### config.mk
export PLATFORM = sky130hd
export DESIGN_NAME = fifo_sync_prog
export DESIGN_NICKNAME = d
export VERILOG_FILES = /design/src/rtl/fifo_sync_prog.sv
export SDC_FILE = /design/constraint.sdc
export NUM_CORES = 1
export LEC_CHECK = 0
export CAP_MARGIN = 20
export CORE_ASPECT_RATIO = 0.5
export CORE_MARGIN = 4
export CORE_UTILIZATION = 52
export CTS_CLUSTER_DIAMETER = 30
export DETAILED_ROUTE_END_ITERATION = 10
export PLACE_DENSITY_LB_ADDON = 0.12
export RECOVER_POWER = 25
export SYNTH_ARGS = -nofsm -noshare
export SYNTH_HDL_FRONTEND = slang
export SYNTH_SLANG_ARGS = --single-unit
export TNS_END_PERCENT = 50
### constraint.sdc
create_clock -name clk -period 3.15 [get_ports clk]
set_input_delay 0.7875 -clock clk [delete_from_list [all_inputs] [get_ports clk]]
set_output_delay 0.7875 -clock clk [all_outputs]
set_load 0.01 [all_outputs]
### src/rtl/fifo_sync_prog.sv
// Single-clock FIFO with runtime almost-full/almost-empty thresholds,
// optional first-word-fall-through, non-power-of-two depth and flush.
module fifo_sync_prog #(
   parameter int FIFO_WIDTH = 16,
   parameter int FIFO_DEPTH = 8,
   parameter bit FWFT       = 1'b0,
   localparam int CW        = $clog2(FIFO_DEPTH + 1)
) (
   input  logic                  clk,
   input  logic                  rst_n,
   input  logic                  flush,
   input  logic                  wr_en,
   input  logic [FIFO_WIDTH-1:0] data_in,
   input  logic                  rd_en,
   input  logic [CW-1:0]         af_level,
   input  logic [CW-1:0]         ae_level,
   output logic [FIFO_WIDTH-1:0] data_out,
   output logic                  data_valid,
   output logic                  wr_ack,
   output logic                  overflow,
   output logic                  underflow,
   output logic                  full,
   output logic                  empty,
   output logic                  almostfull,
   output logic                  almostempty,
   output logic [CW-1:0]         count
);

   localparam int PW = $clog2(FIFO_DEPTH);
   localparam logic [CW-1:0] DEPTH_C = CW'(FIFO_DEPTH);
   localparam logic [PW-1:0] LAST_C  = PW'(FIFO_DEPTH - 1);

   logic [FIFO_WIDTH-1:0] mem_q [FIFO_DEPTH];

   logic [PW-1:0]         wr_ptr_q, wr_ptr_d;
   logic [PW-1:0]         rd_ptr_q, rd_ptr_d;
   logic [CW-1:0]         count_q, count_d;
   logic [FIFO_WIDTH-1:0] dout_q, dout_d;
   logic                  dvalid_q, dvalid_d;
   logic                  wr_ack_q, wr_ack_d;
   logic                  ovf_q, ovf_d;
   logic                  udf_q, udf_d;

   logic                  wr_ok;
   logic                  rd_ok;
   logic [FIFO_WIDTH-1:0] head;

   assign full        = (count_q == DEPTH_C);
   assign empty       = (count_q == '0);
   assign almostfull  = (count_q >= af_level);
   assign almostempty = (count_q <= ae_level);
   assign count       = count_q;

   assign wr_ok = wr_en && !full && !flush;
   assign rd_ok = rd_en && !empty && !flush;
   assign head  = mem_q[rd_ptr_q];

   assign wr_ack    = wr_ack_q;
   assign overflow  = ovf_q;
   assign underflow = udf_q;

   // FWFT shows the head word live; when empty it keeps the last word seen
   assign data_out   = (FWFT && !empty) ? head : dout_q;
   assign data_valid = FWFT ? !empty : dvalid_q;

   always_comb begin
      wr_ptr_d = wr_ptr_q;
      rd_ptr_d = rd_ptr_q;
      count_d  = count_q;
      dout_d   = dout_q;
      dvalid_d = 1'b0;
      wr_ack_d = 1'b0;
      ovf_d    = 1'b0;
      udf_d    = 1'b0;

      if (flush) begin
         wr_ptr_d = '0;
         rd_ptr_d = '0;
         count_d  = '0;
      end else begin
         wr_ack_d = wr_ok;
         ovf_d    = wr_en && full;
         udf_d    = rd_en && empty;
         dvalid_d = rd_ok;

         if (wr_ok) begin
            wr_ptr_d = (wr_ptr_q == LAST_C) ? '0 : wr_ptr_q + PW'(1);
         end

         if (rd_ok) begin
            rd_ptr_d = (rd_ptr_q == LAST_C) ? '0 : rd_ptr_q + PW'(1);
            dout_d   = head;
         end

         unique case ({wr_ok, rd_ok})
            2'b10:   count_d = count_q + CW'(1);
            2'b01:   count_d = count_q - CW'(1);
            default: count_d = count_q;
         endcase
      end
   end

   always_ff @(posedge clk or negedge rst_n) begin
      if (!rst_n) begin
         wr_ptr_q <= '0;
         rd_ptr_q <= '0;
         count_q  <= '0;
         dout_q   <= '0;
         dvalid_q <= 1'b0;
         wr_ack_q <= 1'b0;
         ovf_q    <= 1'b0;
         udf_q    <= 1'b0;
      end else begin
         wr_ptr_q <= wr_ptr_d;
         rd_ptr_q <= rd_ptr_d;
         count_q  <= count_d;
         dout_q   <= dout_d;
         dvalid_q <= dvalid_d;
         wr_ack_q <= wr_ack_d;
         ovf_q    <= ovf_d;
         udf_q    <= udf_d;
      end
   end

   // Storage is deliberately left uncleared by reset and flush
   always_ff @(posedge clk) begin
      if (wr_ok) begin
         mem_q[wr_ptr_q] <= data_in;
      end
   end

endmodule

==> impl_table.tex <==
\begin{tabular}{lr}
\hline
Metric & Value \\
\hline
\multicolumn{2}{l}{\textbf{Status}} \\
Run status & completed \\
\multicolumn{2}{l}{\textbf{Detailed routing}} \\
Number of antenna-violating nets in the routed design & 0 \\
Total Routed Length & about 13000 um \\
Mean routed wirelength per cell & between 20 and 25 um \\
Via count & approximately 3500 \\
DRT iter0 DRCs & 314 \\
Via density per instance & between 5 and 6 \\
Count of unresolved DRC violations after routing & 0 \\
Number of detailed-route iterations in the first pass & 5 \\
\multicolumn{2}{l}{\textbf{Logic synthesis}} \\
Number of synthesized flops with an enable pin & 128 \\
Most used flip-flop cell after synthesis & sky130\_fd\_sc\_hd\_\_edfxtp\_1 \\
Portion of the post-synthesis area used by sequential elements & between 70\% and 80\% \\
Post-synthesis share of cell area spent on and, or, nand and nor gates & 5.182\% \\
Post-synthesis cell type with the largest combined area & sky130\_fd\_sc\_hd\_\_edfxtp\_1 \\
Synth warnings & 0 \\
Number of distinct library cells after synthesis & 34 \\
Area of the mapped netlist & 6399 um2 \\
Compound-cell area share of the yosys netlist & 3.696\% \\
Adder-cell share of the synthesized area & 2.738\% \\
Largest family of logic cells by synthesized area & multiplexers \\
Mean post-synth cell area & roughly 18 um2 \\
Portion of synthesized cell area occupied by the leading cell type & 60.07\% \\
Mux share of post-synthesis cell area & 14.24\% \\
FF+latch count, synth & 158 \\
Area share of xor/xnor cells in the synthesized design & 0.2738\% \\
Net count after synthesis & 403 \\
Top area cells in the synthesized netlist & sky130\_fd\_sc\_hd\_\_edfxtp\_1 (60\%), sky130\_fd\_sc\_hd\_\_dfrtp\_1 (12\%), sky130\_fd\_sc\_hd\_\_mux4\_2 (11\%), sky130\_fd\_sc\_hd\_\_mux2i\_1 (3.0\%), sky130\_fd\_sc\_hd\_\_ha\_1 (2.7\%) \\
Synthesized instance count & 360 \\
Share of synthesized flip-flops with an asynchronous set or reset & 18.99\% \\
\multicolumn{2}{l}{\textbf{Worst setup path}} \\
Worst setup path startpoint & ae\_level[1] \\
Critical setup path kind & input port to primary output \\
Reg-to-reg startpoint & count[1]\$\_DFFE\_PN0P\_ \\
End of the worst register-to-register path & count[3]\$\_DFFE\_PN0P\_ \\
Data arrival time at the worst-slack endpoint & about 2.3 ns \\
Register-to-Register Path Depth & 7 \\
Endpoint kind of the worst setup timing path & primary output \\
Reg2reg setup slack & 0.37 ns \\
Crit path launch type & input port \\
CP Capture Point & almostempty \\
Required arrival time at the worst endpoint & 2.36 ns \\
Maximum net fanout on the critical path & 2 \\
\multicolumn{2}{l}{\textbf{Job}} \\
Max Cap Violations & 0 \\
\multicolumn{2}{l}{\textbf{Die}} \\
Core region area & 11910 um2 \\
Initial Utilization & 53.72\% \\
Overall die area & roughly 14000 um2 \\
Io pins & 57 \\
Core Rows & 28 \\
DIE WIDTH & 164.9 um \\
Vert. Die Dim & 86.44 um \\
\multicolumn{2}{l}{\textbf{STA}} \\
Max Transition Viols Final & 0 \\
Fin crit share & 98.49\% \\
Worst Hold Slack & 0.5277 ns \\
Clock Skews & 0.005610 ns \\
Worst max-slew margin expressed relative to the limit & between 30\% and 40\% \\
Unrepaired setup endpoints after global routing & no \\
Total negative setup slack & 0 ns \\
Final Critical Period & 3.103 ns \\
Count of final hold-check violations & 0 \\
Number of setup violations in the final report & 0 \\
Slew at the pin closest to its max-slew limit & 0.9018 ns \\
Highest attainable clock frequency & 322.3 MHz \\
\multicolumn{2}{l}{\textbf{Finish}} \\
Most common library cell in the layout ignoring fill and taps & sky130\_fd\_sc\_hd\_\_edfxtp\_1 \\
Nets@finish & 475 \\
Antenna Diode Count & 0 \\
Post-Layout Cell Count & between 600 and 700 \\
Syn-to-layout area delta & 24.23\% \\
Final design area excluding fillers & approximately 7900 um2 \\
Share of layout cells above drive strength 1 & between 20\% and 30\% \\
Leading cell types in the layout, fill and taps excluded & sky130\_fd\_sc\_hd\_\_edfxtp\_1 (128), sky130\_fd\_sc\_hd\_\_clkdlybuf4s50\_1 (41), sky130\_fd\_sc\_hd\_\_mux4\_2 (32), sky130\_fd\_sc\_hd\_\_nor2\_1 (30), sky130\_fd\_sc\_hd\_\_dfrtp\_1 (28) \\
Total of fill cells in the finished design & 811 \\
\multicolumn{2}{l}{\textbf{Global route}} \\
Global Route Usage Sum & 19.97\% \\
Antenna violations before repair & 0 \\
Largest net degree at the start of global routing & 35 \\
GRT Residual Overflow & 0 \\
Number of global-route vias before repair & 3644 \\
First-pass GRT wire length & 20560 um \\
\multicolumn{2}{l}{\textbf{Power}} \\
Power dissipated by switching net loads & 1.730 mW \\
Power after layout & 6.441 mW \\
Power per unit of standard cell area & 810.3 nW/um2 \\
Part of the total power dissipated in the clock network & 35.1\% \\
Fraction of power spent switching nets & 26.85\% \\
Sequential share of power & 41.5\% \\
Comb power frac & between 20\% and 30\% \\
Leak Pwr & roughly 2.8 nW \\
Internal Dissipation & 4.711 mW \\
Maximum ir drop on the vdd rail & slightly above 0.0004 V \\
\multicolumn{2}{l}{\textbf{CTS}} \\
TritonCTS clock tree & done \\
Cts bufs inserted & 17 \\
Clock-pin slew of the registers on the worst-case setup and hold paths & approximately 0.060 ns \\
Buffers inserted during post-CTS setup optimization & 0 \\
Bufs on Longest Clock Path & 2 \\
Hold buffer count at CTS & 0 \\
H-tree levels & 4 \\
Clock Latency Late Sink & between 0.4 and 0.5 ns \\
Sink count of the clock tree & 158 \\
Clock tree root buffer cell & sky130\_fd\_sc\_hd\_\_clkbuf\_16 \\
\multicolumn{2}{l}{\textbf{Placed design}} \\
Weighted congestion at the end of routability-driven global placement & roughly 0.80 \\
Port Buffers & 56 \\
Detailed-placement wirelength estimate & 7677 um \\
Placed instance area & 7297 um2 \\
Cell total after placement & 578 \\
\multicolumn{2}{l}{\textbf{Hold path}} \\
Class of the worst hold path & flop to flop \\
Origin of the worst min-delay path & data\_out[15]\$\_DFFE\_PN0P\_ \\
Hold Crit Depth & 2 \\
\hline
\end{tabular}
[worst max-delay path: stages]
cell                              delay [ns]
sky130_fd_sc_hd__clkdlybuf4s50_1        0.48
sky130_fd_sc_hd__inv_1                  0.05
sky130_fd_sc_hd__ha_1                   0.28
sky130_fd_sc_hd__nor2b_1                0.14
sky130_fd_sc_hd__o21a_1                 0.17
sky130_fd_sc_hd__o21a_1                 0.17
sky130_fd_sc_hd__o21ai_1                0.10
sky130_fd_sc_hd__buf_2                  0.14
[power by group through the flow]
stage | Sequential [mW] | Combinational, mW | Clock, mW
global placement | 2.70 | 1.47 | 0
floorplan | 2.66 | 0.945 | 0
CTS | 2.68 | 1.54 | 2.30
finish | 2.67 | 1.51 | 2.26
global route | 2.71 | 1.65 | 2.41
detailed placement | 2.72 | 1.51 | 0
[flip-flops by register name, summed over array words and instances, names as in the netlist]
name,count
count,4
data_out,16
data_valid,1
mem_q,128
overflow,1
rd_ptr_q,3
underflow,1
wr_ack,1
wr_ptr_q,3
[worst min-delay path by stage]
stage | slack (ns) | to
2_1_floorplan | 0.49 | count[0]$_DFFE_PN0P_
3_3_place_gp | 0.51 | data_out[0]$_DFFE_PN0P_
3_5_place_dp | 0.52 | data_out[9]$_DFFE_PN0P_
4_1_cts | 0.53 | data_out[15]$_DFFE_PN0P_
5_1_grt | 0.56 | data_out[1]$_DFFE_PN0P_
6_report | 0.53 | data_out[15]$_DFFE_PN0P_
[stage by stage]
stage / worst slack [ns] / util (%)
CTS: 0.01355 / 66.73
global placement: -0.3272 / 61.26
floorplan: 0.03875 / -
global route: 0.0003262 / 66.73
finish: 0.04746 / 66.73
detailed placement: -0.4253 / 61.26
[kinds of logic (layout without fill, tap and decap cells)]
family	count (synthesis)	count (layout)
fa+ha+maj	14	14
xor+xnor	2	2
simple gates	68	68
mux	51	51
compound gates	37	37
buf+inv	30	115
flops	158	158
[synth_stat cells, types with 4 or more instances]
cell	n
sky130_fd_sc_hd__edfxtp_1	128
sky130_fd_sc_hd__mux4_2	32
sky130_fd_sc_hd__nor2_1	31
sky130_fd_sc_hd__dfrtp_1	30
sky130_fd_sc_hd__a21oi_1	24
sky130_fd_sc_hd__mux2i_1	19
sky130_fd_sc_hd__ha_1	14
sky130_fd_sc_hd__clkbuf_1	12
sky130_fd_sc_hd__inv_1	10
sky130_fd_sc_hd__nand2_1	10
sky130_fd_sc_hd__nand2b_1	6
sky130_fd_sc_hd__buf_2	4
sky130_fd_sc_hd__nand3_1	4
sky130_fd_sc_hd__o21ai_0	4
sky130_fd_sc_hd__or3_1	4
[timing repair]
item | in CTS | in global routing
hold endpoints to repair | 0 | 0
setup endpoints to repair | 3 | 1
gates resized for setup | 9 | 1
pin swaps | 2 | 0
[layout make-up]
class                   instances  area (um2)  share of cell area (%)
clock buffers                  18       429.2                   5.399
clock inverters                14       229.0                   2.881
inverters                      11       41.29                  0.5194
multi-input cells             172        1688                   21.23
flip-flops and latches        158        4597                   57.83
well taps                     165       206.4                   2.597
repair buffers                 72       758.2                   9.539
[per-layer routing]
layer / part of all wire (%) / global-route usage (%)
met5: 0 / 0
met4: 1.6 / 7.547
met3: 5.0 / 4.798
met2: 48 / 31.19
met1: 45 / 27.84
(Power assumes the default switching activity.)
